## src/rtl/ctrl_pkg.sv

```systemverilog
// Shared types and encodings for the multicycle controller: FSM states, op classes,
// ALUControl codes and RV32I opcode/funct constants.
package ctrl_pkg;

  typedef enum logic [2:0] {
    StFetch,
    StDecode,
    StExec,
    StMem,
    StWb,
    StTrap
  } state_e;

  typedef enum logic [3:0] {
    OpAddi,
    OpAdd,
    OpSub,
    OpAnd,
    OpOr,
    OpLw,
    OpSw,
    OpBeq,
    OpBne,
    OpJal,
    OpIllegal
  } op_class_e;

  localparam logic [2:0] AluAdd = 3'b000;
  localparam logic [2:0] AluSub = 3'b001;
  localparam logic [2:0] AluAnd = 3'b010;
  localparam logic [2:0] AluOr  = 3'b011;

  localparam logic [6:0] OpcOpImm  = 7'b0010011;
  localparam logic [6:0] OpcOp     = 7'b0110011;
  localparam logic [6:0] OpcLoad   = 7'b0000011;
  localparam logic [6:0] OpcStore  = 7'b0100011;
  localparam logic [6:0] OpcBranch = 7'b1100011;
  localparam logic [6:0] OpcJal    = 7'b1101111;

  localparam logic [2:0] F3AddSub = 3'b000;
  localparam logic [2:0] F3Or     = 3'b110;
  localparam logic [2:0] F3And    = 3'b111;
  localparam logic [2:0] F3Word   = 3'b010;
  localparam logic [2:0] F3Beq    = 3'b000;
  localparam logic [2:0] F3Bne    = 3'b001;

  localparam logic [6:0] F7Base = 7'b0000000;
  localparam logic [6:0] F7Sub  = 7'b0100000;

  // Branches compare via subtraction; loads, stores and ADDI compute an address/sum.
  function automatic logic [2:0] alu_ctrl(input op_class_e op);
    case (op)
      OpSub, OpBeq, OpBne: return AluSub;
      OpAnd:               return AluAnd;
      OpOr:                return AluOr;
      default:             return AluAdd;
    endcase
  endfunction

  function automatic logic uses_imm(input op_class_e op);
    return (op == OpAddi) || (op == OpLw) || (op == OpSw);
  endfunction

endpackage

```

## src/rtl/instr_decode.sv

```systemverilog
// Combinational instruction decoder: maps the instruction register to an op class,
// destination register index and illegal flag.
module instr_decode
  import ctrl_pkg::*;
#(
  parameter int unsigned INSTR_WIDTH   = 32,
  parameter int unsigned ADDRESS_WIDTH = 5
) (
  input  logic [INSTR_WIDTH-1:0]   i_instr,
  output op_class_e                o_op,
  output logic [ADDRESS_WIDTH-1:0] o_rd,
  output logic                     o_illegal
);

  logic [6:0] w_opcode;
  logic [2:0] w_funct3;
  logic [6:0] w_funct7;
  logic       w_unused_bits;

  assign w_opcode      = i_instr[6:0];
  assign w_funct3      = i_instr[14:12];
  assign w_funct7      = i_instr[31:25];
  assign o_rd          = i_instr[7 +: ADDRESS_WIDTH];
  // Register-source and immediate fields feed the datapath, not the controller.
  assign w_unused_bits = ^i_instr[24:15];

  always_comb begin
    o_op = OpIllegal;
    case (w_opcode)
      OpcOpImm: if (w_funct3 == F3AddSub) o_op = OpAddi;
      OpcOp: begin
        case ({w_funct7, w_funct3})
          {F7Base, F3AddSub}: o_op = OpAdd;
          {F7Sub,  F3AddSub}: o_op = OpSub;
          {F7Base, F3And}:    o_op = OpAnd;
          {F7Base, F3Or}:     o_op = OpOr;
          default:            o_op = OpIllegal;
        endcase
      end
      OpcLoad:  if (w_funct3 == F3Word) o_op = OpLw;
      OpcStore: if (w_funct3 == F3Word) o_op = OpSw;
      OpcBranch: begin
        if (w_funct3 == F3Beq)      o_op = OpBeq;
        else if (w_funct3 == F3Bne) o_op = OpBne;
      end
      OpcJal:   o_op = OpJal;
      default:  o_op = OpIllegal;
    endcase
  end

  assign o_illegal = (o_op == OpIllegal);

endmodule

```

## src/rtl/multicycle_ctrl.sv

```systemverilog
// Multicycle FETCH/DECODE/EXEC/MEM/WB controller with a req/ready data-memory handshake.
// Define MULTICYCLE_CTRL_TRAP_EN to trap on illegal opcodes (adds the illegal port).
module multicycle_ctrl
  import ctrl_pkg::*;
#(
  parameter int unsigned INSTR_WIDTH   = 32,
  parameter int unsigned ADDRESS_WIDTH = 5
) (
  input  logic                   clk,
  input  logic                   rst_n,
  input  logic [INSTR_WIDTH-1:0] instr,
  input  logic                   eq,
  input  logic                   mem_ready,
  output logic                   ir_en,
  output logic                   RegWrite,
  output logic                   ALUSrc,
  output logic                   ResultSrc,
  output logic                   MemWrite,
  output logic                   mem_req,
  output logic [2:0]             ALUControl,
  output logic                   jalmuxSel,
  output logic                   PCWrite,
  output logic                   PCSrc,
  output logic                   retire
`ifdef MULTICYCLE_CTRL_TRAP_EN
  ,
  output logic                   illegal
`endif
);

  state_e                   r_state;
  state_e                   w_state_next;
  logic [INSTR_WIDTH-1:0]   r_ir;
  op_class_e                r_op;
  logic [ADDRESS_WIDTH-1:0] r_rd;

  op_class_e                w_op;
  logic [ADDRESS_WIDTH-1:0] w_rd;
  logic                     w_illegal;
  logic                     w_rd_nz;

  instr_decode #(
    .INSTR_WIDTH  (INSTR_WIDTH),
    .ADDRESS_WIDTH(ADDRESS_WIDTH)
  ) u_instr_decode (
    .i_instr  (r_ir),
    .o_op     (w_op),
    .o_rd     (w_rd),
    .o_illegal(w_illegal)
  );

  always_ff @(posedge clk or negedge rst_n) begin
    if (!rst_n) begin
      r_state <= StFetch;
      r_ir    <= '0;
      r_op    <= OpIllegal;
      r_rd    <= '0;
    end else begin
      r_state <= w_state_next;
      if (r_state == StFetch) r_ir <= instr;
      if (r_state == StDecode) begin
        r_op <= w_op;
        r_rd <= w_rd;
      end
    end
  end

  assign w_rd_nz = (r_rd != '0);

  always_comb begin
    w_state_next = r_state;
    ir_en        = 1'b0;
    RegWrite     = 1'b0;
    ALUSrc       = 1'b0;
    ResultSrc    = 1'b0;
    MemWrite     = 1'b0;
    mem_req      = 1'b0;
    ALUControl   = AluAdd;
    jalmuxSel    = 1'b0;
    PCWrite      = 1'b0;
    PCSrc        = 1'b0;
    retire       = 1'b0;
`ifdef MULTICYCLE_CTRL_TRAP_EN
    illegal      = 1'b0;
`endif

    case (r_state)
      StFetch: begin
        ir_en        = 1'b1;
        w_state_next = StDecode;
      end

      StDecode: begin
`ifdef MULTICYCLE_CTRL_TRAP_EN
        w_state_next = w_illegal ? StTrap : StExec;
`else
        // Illegal opcodes skip EXEC and retire from WB as a NOP.
        w_state_next = w_illegal ? StWb : StExec;
`endif
      end

      StExec: begin
        case (r_op)
          OpAddi, OpAdd, OpSub, OpAnd, OpOr: begin
            ALUSrc       = uses_imm(r_op);
            ALUControl   = alu_ctrl(r_op);
            w_state_next = StWb;
          end
          OpLw, OpSw: begin
            ALUSrc       = 1'b1;
            ALUControl   = AluAdd;
            w_state_next = StMem;
          end
          OpBeq, OpBne: begin
            ALUControl   = AluSub;
            PCWrite      = 1'b1;
            PCSrc        = (r_op == OpBeq) ? eq : ~eq;
            retire       = 1'b1;
            w_state_next = StFetch;
          end
          OpJal: begin
            RegWrite     = w_rd_nz;
            jalmuxSel    = 1'b1;
            PCWrite      = 1'b1;
            PCSrc        = 1'b1;
            retire       = 1'b1;
            w_state_next = StFetch;
          end
          default: w_state_next = StWb;
        endcase
      end

      StMem: begin
        mem_req    = 1'b1;
        MemWrite   = (r_op == OpSw);
        ALUSrc     = 1'b1;
        ALUControl = AluAdd;
        if (mem_ready) begin
          if (r_op == OpSw) begin
            PCWrite      = 1'b1;
            retire       = 1'b1;
            w_state_next = StFetch;
          end else begin
            w_state_next = StWb;
          end
        end
      end

      StWb: begin
        RegWrite     = w_rd_nz && (r_op != OpIllegal);
        ResultSrc    = (r_op == OpLw);
        ALUSrc       = uses_imm(r_op);
        ALUControl   = alu_ctrl(r_op);
        PCWrite      = 1'b1;
        retire       = 1'b1;
        w_state_next = StFetch;
      end

`ifdef MULTICYCLE_CTRL_TRAP_EN
      StTrap: begin
        illegal      = 1'b1;
        w_state_next = StTrap;
      end
`endif

      default: w_state_next = StFetch;
    endcase

    // Held in reset the state already reads FETCH; keep every output quiet until release.
    if (!rst_n) begin
      ir_en      = 1'b0;
      RegWrite   = 1'b0;
      ALUSrc     = 1'b0;
      ResultSrc  = 1'b0;
      MemWrite   = 1'b0;
      mem_req    = 1'b0;
      ALUControl = AluAdd;
      jalmuxSel  = 1'b0;
      PCWrite    = 1'b0;
      PCSrc      = 1'b0;
      retire     = 1'b0;
`ifdef MULTICYCLE_CTRL_TRAP_EN
      illegal    = 1'b0;
`endif
    end
  end

endmodule

```

## config.mk

```make
export PLATFORM = sky130hd
export DESIGN_NAME = multicycle_ctrl
export DESIGN_NICKNAME = d
export VERILOG_FILES = /design/src/rtl/ctrl_pkg.sv /design/src/rtl/instr_decode.sv /design/src/rtl/multicycle_ctrl.sv
export SDC_FILE = /design/constraint.sdc
export NUM_CORES = 1
export LEC_CHECK = 0
export ABC_AREA = 1
export BUFFER_PORTS_ARGS = -buffer_cell sky130_fd_sc_hd__buf_4
export CAP_MARGIN = 25
export CORE_ASPECT_RATIO = 0.75
export CORE_MARGIN = 2
export CORE_UTILIZATION = 59
export CTS_BUF_LIST = sky130_fd_sc_hd__clkbuf_8
export DETAILED_ROUTE_END_ITERATION = 12
export PLACE_DENSITY_LB_ADDON = 0.08
export SLEW_MARGIN = 20
export SYNTH_ARGS = -nofsm -noshare
export SYNTH_HDL_FRONTEND = slang
export SYNTH_SLANG_ARGS = --single-unit
```

## constraint.sdc

```tcl
create_clock -name clk -period 2.4 [get_ports clk]
set_clock_uncertainty 0.1 [all_clocks]
set_input_delay 0.12 -clock clk [delete_from_list [all_inputs] [get_ports clk]]
set_output_delay 0.12 -clock clk [all_outputs]
set_load 0.05 [all_outputs]
```

==> results of run 1 <==
-- final cells by class --
class / count / area [um^2]
Clock buffer: 5 / 68.82
Tap cell: 40 / 50.05
Multi-Input combinational cell: 188 / 919.6
Sequential cell: 34 / 853.3
Inverter: 41 / 153.9
Fill cell: 224 / 639.4
Timing Repair Buffer: 59 / 490.5
Clock inverter: 3 / 45.04
-- critical path, stage by stage, from the launching register on --
cell	delay (ns)
dfstp_2	0.53
inv_1	0.06
nor2_1	0.13
inv_1	0.07
nor2_1	0.18
inv_1	0.08
nand2_1	0.10
nand2_1	0.07
a21oi_2	0.16
buf_4	0.21
-- power by group through the flow --
stage,Clock (mW),Combinational [mW],Sequential (mW)
floorplan,0,0.992,1.02
global placement,0,1.22,1.04
detailed placement,0,1.26,1.06
CTS,0.527,1.30,1.05
global route,0.566,1.50,1.09
finish,0.525,1.34,1.07
-- kinds of logic after synthesis --
family / after synthesis
AOI/OAI and AO/OA: 35
xor gates and xnor gates: 1
buffers and inverters: 48
DFF: 34
muxes: 7
other: 1
and+or+nand+nor: 144
-- registers in the layout, indices dropped and copies added, names as in the netlist --
register and flops:
r_op 4, r_state 3, r_rd 5, r_ir 22
-- cell usage in the layout, fill, tap and decap left out, types with 2 or more instances in the layout --
| master | instances |
|---|---|
| nor2_2 | 3 |
| clkbuf_8 | 5 |
| nor2_4 | 2 |
| dlygate4sd3_1 | 19 |
| nor3_1 | 9 |
| clkinvlp_4 | 2 |
| dfrtp_1 | 32 |
| nand4_1 | 3 |
| a31oi_1 | 2 |
| o21ai_0 | 10 |
| nor2_1 | 57 |
| nand2_1 | 46 |
| buf_4 | 40 |
| mux2_2 | 7 |
| inv_2 | 3 |
| dfstp_2 | 2 |
| a21oi_1 | 19 |
| inv_1 | 38 |
| nand3_1 | 17 |
-- worst paths after layout --
path / end
worst max-delay path: PCWrite
worst min-delay path: r_state[2]
worst max register to register: r_ir[4]
worst min register to register: r_rd[0]
max in group asynchronous: r_op[3]
min in group asynchronous: r_ir[27]
-- layer usage --
| layer | vias up | GRT usage (%) |
|---|---|---|
| met4 | 0 | 12.82 |
| met3 | 13 | 6.742 |
| li1 | 978 | - |
| met5 | - | 0 |
| met2 | 62 | 45.28 |
| met1 | 878 | 37.87 |
==> flow_summary.yaml, run 1 <==
timing:
  fin_tns_setup_ns: 0
  min_period_ns: 2.096
  hold_viol_final: 1
  holdWs_ns: -0.001130
  timing.final.crit_share_pct: 87.35
  slew-limit-headroom_pct: 53.98
  fin_ws_ns: 0.3035
  drv_slew: 0
  setup_viol: 0
  rsz0062_at_grt: "no"
  fmax_ghz: 0.4770
  worstMarginPinSlew_ns: 0.6886
drt:
  drt_iter0_markers: 101
  wl_mm: 4.814
  detail-route-antenna-nets: 0
  firstDrtPassIters: 4
  met2_length_mm: 2.205
  dr_wl_met3_um: 248
  via_per_inst: 5.219
  via_count: 1931
  top_layer: "met4"
  wl_per_cell_um: 13.01
  drc: 0
  met1_length_mm: 2.239
power_and_ir_drop:
  swShare_pct: 43.90
  p_per_area_nw_per_um2: 1135
  leakagePower_nw: 1.300
  total_power_mw: 2.929
  p_comb_share_pct: 45.6
  pwr-share-seq_pct: 36.5
  max-vdd-ir-drop_v: 0.0008154
  p_int_mw: 1.643
  p_sw_mw: 1.286
  pwr-share-clk_pct: 17.9
setup_path:
  cp.arrival_ns: 1.88
  critical_path_class: "flip-flop to output pin"
  start_kind: "flip-flop"
  required_ns: 2.18
  worstReg2RegStart: "r_state[1]"
  r2r_cells: 5
  critPathMaxFanout: 3
  startpoint: "r_op[3]"
  r2r_slack_ns: 0.62
  crit_path_end_kind: "output pin"
global_routing:
  grt_pass1_wl_mm: 7.969
  antenna_found_initial: 0
  grt_max_degree: 35
  track_usage_pct: 28.48
  grt_pass1_vias: 1734
  grt.overflow.total: 0
synth:
  synth_top_family_by_area: "simple AND/OR/NAND/NOR gates"
  yosysTopAreaCellShare_pct: 40.92
  netlist_instances: 270
  synth-simple-area-share_pct: 32.74
  synth-compound-area-share_pct: 9.271
  synthTopCellsByArea: "dfrtp_1 (41%), nor2_1 (11%), nand2_1 (8.8%)"
  synth.avg_cell_area_um2: 7.248
  synth_mux_area_share_pct: 4.028
  ys_warn_count: 0
  synth_fp_nets: 306
  synth_flop_cell: "dfrtp_1"
  synth_adder_area_share_pct: 0
  syn_area_um2: 1957
  yosys_register_bits: 34
  synthTopCellsByCount: "nor2_1 (58), nand2_1 (46), inv_1 (38)"
  synth-xor-area-share_pct: 0.4476
  synth.most_common_cell: "nor2_1"
  async_flop_share_pct: 100.0
  synth-edff-count: 0
  synth_top_area_cell: "dfrtp_1"
  synthDistinctLibCells: 30
  yosysSeqAreaShare_pct: 43.61
placement:
  gp_congestion: 0.8333
  place_ws_ns: 0.6225
  dp_hpwl_mm: 3.078
  dp_cells: 343
  io_buffers: 37
  place_area_um2: 2277
run_status:
  status: "complete, but fails checks"
  failed_checks: "negative hold slack"
clock_tree:
  post_cts_resized: 0
  clkSinkCount: 34
  cts_buffers: 5
  clk-insertion-delay-late_ns: 0.29
  clkTransAtPathRegs_ns: 0.07
  cts_root_buf: "clkbuf_8"
  clk_path_buf_depth: 2
  post_cts_buffers: 0
  tritoncts: "done"
  hold_buffers: 19
  htree_levels: 2
floorplanning:
  core_area_um2: 3221
  ios: 49
  fp.dieW_um: 70.50
  die_h_um: 53.88
  rows: 18
  initial_utilization_pct: 60.76
  die_area_um2: 3798
layout:
  finalNonFillerCells: 370
  design_area_um2: 2581
  antennaDiodeCount: 0
  syn_to_final_growth_pct: 31.91
  nets: 365
  fin_util_pct: 80.15
  drive_gt1_share_pct: 21.52
min_path:
  whs_path_depth: 3
  worstHoldStart: "mem_ready"
  hold_class: "input pin to flip-flop"
flow_run:
  cap_viol_max_count: 0
No activity file was read; power rests on OpenSTA's default activity.
==> inputs of run 2 (changes only) <==
--- a/config.mk
+++ b/config.mk
@@ -10,11 +10,12 @@
 export CAP_MARGIN = 25
 export CORE_ASPECT_RATIO = 0.75
 export CORE_MARGIN = 2
-export CORE_UTILIZATION = 59
+export CORE_UTILIZATION = 62
 export CTS_BUF_LIST = sky130_fd_sc_hd__clkbuf_8
 export DETAILED_ROUTE_END_ITERATION = 12
 export PLACE_DENSITY_LB_ADDON = 0.08
 export SLEW_MARGIN = 20
 export SYNTH_ARGS = -nofsm -noshare
 export SYNTH_HDL_FRONTEND = slang
+export SYNTH_HIERARCHICAL = 1
 export SYNTH_SLANG_ARGS = --single-unit
==> flow_summary.yaml, run 2 <==
run_status:
  status: "completed"
drt:
  wl_per_cell_um: 13.69
  drc: 0
  detail-route-antenna-nets: 0
  via_per_inst: 5.281
  drt_iter0_markers: 121
  via_count: 1896
  firstDrtPassIters: 5
  wl_mm: 4.915
global_routing:
  antenna_found_initial: 0
  track_usage_pct: 27.17
  grt_pass1_vias: 1807
  grt_pass1_wl_mm: 7.928
  grt_max_degree: 35
  grt.overflow.total: 0
layout:
  design_area_um2: 2710
  antennaDiodeCount: 0
  final_cell_mix: "nand2_1 (63), buf_4 (38), nor2_1 (37)"
  drive_gt1_share_pct: 26.02
  syn_to_final_growth_pct: 26.44
  regMostFlops: "r_ir"
  reg_top3: "r_ir x22, r_rd x5, r_op x4"
  final_common_cell: "nand2_1"
  finalNonFillerCells: 359
  nets: 354
  n_fill_cell: 237
  largest_reg_flops: 22
setup_path:
  path_buf_inv: 3
  crit_path_end_kind: "output pin"
  critical_path_class: "flip-flop to output pin"
  cpLargestDelayFamily: "flip-flops"
  cpPeakStageDelay_ns: 0.55
  worstPathCellList: "inv_1, nor2_1, nand2_1, inv_1, o21bai_1, a21oi_1, buf_4"
  cpMaxStageDelayCell: "dfstp_2"
  cp_common_cell: "inv_1"
  start_kind: "flip-flop"
  cp.arrival_ns: 1.84
  critPathMaxFanout: 4
  required_ns: 2.18
floorplanning:
  core_area_um2: 3288
  die_h_um: 54.92
  initial_utilization_pct: 65.18
  die_area_um2: 3948
  fp.dieW_um: 71.89
  rows: 18
  ios: 49
timing:
  worstMarginPinSlew_ns: 0.5706
  hold_viol_final: 0
  fmax_ghz: 0.4866
  drv_slew: 0
  setup_viol: 0
  slew-limit-headroom_pct: 61.83
  rsz0062_at_grt: "no"
  fin_tns_setup_ns: 0
  timing.final.crit_share_pct: 85.63
  holdWs_ns: 0.01153
  min_period_ns: 2.055
clock_tree:
  clkTransAtPathRegs_ns: 0.07
  clk-insertion-delay-late_ns: 0.29
  cts_buffers: 5
  tritoncts: "done"
  htree_levels: 2
  cts_root_buf: "clkbuf_8"
  post_cts_buffers: 0
  clk_path_buf_depth: 2
  post_cts_resized: 0
  clkSinkCount: 34
power_and_ir_drop:
  pwr-share-seq_pct: 36.3
  swShare_pct: 41.68
  p_per_area_nw_per_um2: 1157
  pwr-share-clk_pct: 14.3
  p_sw_mw: 1.307
  p_comb_share_pct: 49.4
  max-vdd-ir-drop_v: 0.0007607
  leakagePower_nw: 1.430
  p_int_mw: 1.829
synth:
  synth.avg_cell_area_um2: 8.212
  ys_warn_count: 6
  synth_fp_nets: 297
  netlist_instances: 261
  syn_area_um2: 2143
placement:
  place_area_um2: 2385
  gp_congestion: 0.8447
  dp_cells: 328
  io_buffers: 37
  dp_hpwl_mm: 3.092
flow_run:
  cap_viol_max_count: 0
min_path:
  hold_class: "input pin to flip-flop"
run 2: final timing paths:
check	to	cells after the start	slack, ns	startpoint
min in group asynchronous	r_ir[29]	3	0.35	rst_n
hold reg to reg	r_rd[2]	2	0.39	r_rd[2]
max in group asynchronous	r_op[1]	3	1.51	rst_n
setup / recovery	retire	7	0.34	r_op[3]
hold / removal	r_state[2]	3	0.01	mem_ready
setup reg to reg	r_state[2]	11	0.47	r_ir[3]
run 2: timing repair:
item	CTS	global route
hold buffers	23	0
endpoints found under the hold margin	54	0
setup endpoints to repair	0	0
run 2: stage by stage:
| stage | utilization [%] | setup WS [ns] | total power [mW] |
|---|---|---|---|
| after global placement | 72.53 | 0.6316 | 2.548 |
| final | 82.42 | 0.3448 | 3.136 |
| after floorplan | - | 0.01876 | 2.444 |
| after CTS | 82.42 | 0.3346 | 3.080 |
| after detailed placement | 72.53 | 0.5711 | 2.604 |
| after global routing | 82.42 | 0.2211 | 3.346 |
run 2: per-layer routing:
metal  part of all wire [%]  vias up  wire (um)  track usage, %
met2                     50       64       2452           50.15
met5                      0        -          0               0
met3                    5.2        6        255           5.435
met4                   0.71        0         35           8.491
met1                     44      897       2172           32.98
li1                       -      929          -               -
run 2: power groups by stage:
| stage | sequential (mW) | clock, mW | combinational [mW] |
|---|---|---|---|
| floorplan | 1.06 | 0 | 1.38 |
| global placement | 1.11 | 0 | 1.43 |
| detailed placement | 1.13 | 0 | 1.48 |
| CTS | 1.12 | 0.450 | 1.51 |
| global route | 1.17 | 0.481 | 1.69 |
| finish | 1.14 | 0.448 | 1.55 |
run 2: final cells by class:
type	instances	area, um^2	share of cell area, %
clock inverters	2	12.51	0.4617
repair buffers	61	515.5	19.02
flip-flops and latches	34	853.3	31.49
clock buffers	6	82.58	3.047
well taps	40	50.05	1.847
inverters	35	131.4	4.848
multi-input cells	181	1065	39.29
run 2: worst reg2reg max path, delay by kind of cell, from the launching register on:
family          cells  cell delay, ns
simple gates        9            1.16
flops               1            0.42
compound gates      1            0.12
buf+inv             1            0.04
==> inputs of run 3 (changes only) <==
--- a/config.mk
+++ b/config.mk
@@ -8,9 +8,11 @@
 export ABC_AREA = 1
 export BUFFER_PORTS_ARGS = -buffer_cell sky130_fd_sc_hd__buf_4
 export CAP_MARGIN = 25
+export CELL_PAD_IN_SITES_DETAIL_PLACEMENT = 2
+export CELL_PAD_IN_SITES_GLOBAL_PLACEMENT = 2
 export CORE_ASPECT_RATIO = 0.75
 export CORE_MARGIN = 2
-export CORE_UTILIZATION = 62
+export CORE_UTILIZATION = 37
 export CTS_BUF_LIST = sky130_fd_sc_hd__clkbuf_8
 export DETAILED_ROUTE_END_ITERATION = 12
 export PLACE_DENSITY_LB_ADDON = 0.08
==> flow_summary.yaml, run 3 (synthesis gave the netlist of run 2 again) <==
clock_tree:
  post_cts_resized: 0
  clkSinkCount: 34
  cts_root_buf: "clkbuf_8"
  tritoncts: "done"
  clk_path_buf_depth: 2
  clkTransAtPathRegs_ns: 0.08
  htree_levels: 2
  clk-insertion-delay-late_ns: 0.29
  cts_buffers: 5
layout:
  regMostFlops: "r_ir"
  final_cell_mix: "nand2_1 (63), buf_4 (38), nor2_1 (37)"
  antennaDiodeCount: 0
  drive_gt1_share_pct: 26.02
  largest_reg_flops: 22
  reg_top3: "r_ir x22, r_rd x5, r_op x4"
  fin_util_pct: 50.37
  final_common_cell: "nand2_1"
  nets: 354
  syn_to_final_growth_pct: 28.49
global_routing:
  grt_max_degree: 35
  grt.overflow.total: 0
  grt_pass1_vias: 2236
  track_usage_pct: 24.45
  antenna_found_initial: 0
  grt_pass1_wl_mm: 12.12
placement:
  place_ws_ns: 0.4453
  io_buffers: 37
  gp_congestion: 0.7998
  dp_hpwl_mm: 4.365
run_status:
  status: "completed"
power_and_ir_drop:
  max-vdd-ir-drop_v: 0.0005456
  leakagePower_nw: 1.430
  p_per_area_nw_per_um2: 1201
drt:
  detail-route-antenna-nets: 0
  via_count: 1939
  firstDrtPassIters: 4
  drt_iter0_markers: 49
  via_per_inst: 4.921
  wl_per_cell_um: 18.62
  wl_mm: 7.336
  drc: 0
min_path:
  min_to: "r_state[2]"
  whs_path_depth: 3
  hold_class: "input pin to flip-flop"
  worstHoldStart: "mem_ready"
setup_path:
  required_ns: 2.18
  critPathMaxFanout: 5
  start_kind: "flip-flop"
  crit_path_end_kind: "output pin"
  rr_endpoint: "r_state[2]"
  cp_common_cell: "nand2_1"
  worstReg2RegStart: "r_ir[6]"
  r2r_slack_ns: 0.30
  r2r_cells: 11
  cpMaxStageDelayCell: "dfstp_2"
  path_buf_inv: 2
  critical_path_class: "flip-flop to output pin"
  cp.arrival_ns: 1.93
  cpLargestDelayFamily: "flip-flops"
  worstPathCellList: "inv_1, nor2_1, nand2_1, nand2_1, a21oi_1, o21ai_0, buf_4"
  cpPeakStageDelay_ns: 0.58
floorplanning:
  initial_utilization_pct: 39.20
  core_area_um2: 5468
  rows: 23
  ios: 49
  die_h_um: 69.92
  die_area_um2: 6424
  fp.dieW_um: 91.89
timing:
  slew-limit-headroom_pct: 59.40
  min_period_ns: 2.150
  rsz0062_at_grt: "no"
  fin_ws_ns: 0.2495
  fin_tns_setup_ns: 0
  drv_slew: 0
  hold_viol_final: 0
  setup_viol: 0
  fmax_ghz: 0.4650
  timing.final.crit_share_pct: 89.60
  worstMarginPinSlew_ns: 0.6071
flow_run:
  cap_viol_max_count: 0
run 3: cell counts in the layout (fill, tap and decap cells not counted):
No cell type changed its count.
run 3: cell type report:
cell class	count	area, um^2
fill	601	2714
multi-input combinational	181	1065
sequential	34	853.3
timing repair buffer	61	515.5
inverter	35	131.4
tap	75	93.84
clock buffer	6	82.58
clock inverter	2	12.51
run 3: repair_timing:
| item | 4_1_cts | 5_1_grt |
|---|---|---|
| hold buffers | 23 | 0 |
| endpoints found under the hold margin | 54 | 0 |
| setup buffers | 0 | 0 |
run 3: how the worst max path moves through the flow:
stage	from	to	slack (ns)	cells after the start
5_1_grt	r_op[3]	PCWrite	0.04	7
6_report	r_op[1]	ALUSrc	0.25	7
3_5_place_dp	r_ir[6]	r_state[2]	0.45	11
2_1_floorplan	r_state[2]	MemWrite	0.02	5
4_1_cts	r_op[1]	ALUSrc	0.26	7
3_3_place_gp	r_ir[6]	r_state[2]	0.54	11
run 3: power breakdown:
group          switching [mW]  leakage (nW)  internal, mW
clock                   0.239        0.0472         0.231
combinational           0.929         0.977         0.730
sequential              0.308         0.406         0.869
total                    1.48          1.43          1.83
run 3: worst reg2reg max path, stage by stage, from the launching register on:
cell     delay [ns]
dfrtp_1        0.45
inv_1          0.16
nand3_1        0.12
nor2_1         0.30
nand4_1        0.23
nand3_2        0.15
nand2_1        0.07
nor2_1         0.14
nand2_1        0.07
nand2_1        0.08
inv_1          0.04
a21oi_1        0.13
run 3: metrics by stage:
step	hold slack (ns)	power, mW	cell area [um^2]	std cells
after global routing	0.03660	3.528	2754	394
after floorplan	-0.2756	2.444	2143	261
after detailed placement	0.1520	2.707	2429	363
after global placement	0.1446	2.617	2429	363
final	0.01764	3.307	2754	394
after CTS	0.01928	3.223	2754	394
run 3: per-layer routing:
| metal | vias to the layer above | track usage (%) | routed length, um | share of wire [%] |
|---|---|---|---|---|
| met4 | 0 | 5.638 | 81 | 1.1 |
| met5 | - | 0 | 0 | 0 |
| met3 | 8 | 3.991 | 168 | 2.3 |
| li1 | 934 | - | - | - |
| met1 | 963 | 32.65 | 3489 | 48 |
| met2 | 34 | 41.75 | 3597 | 49 |
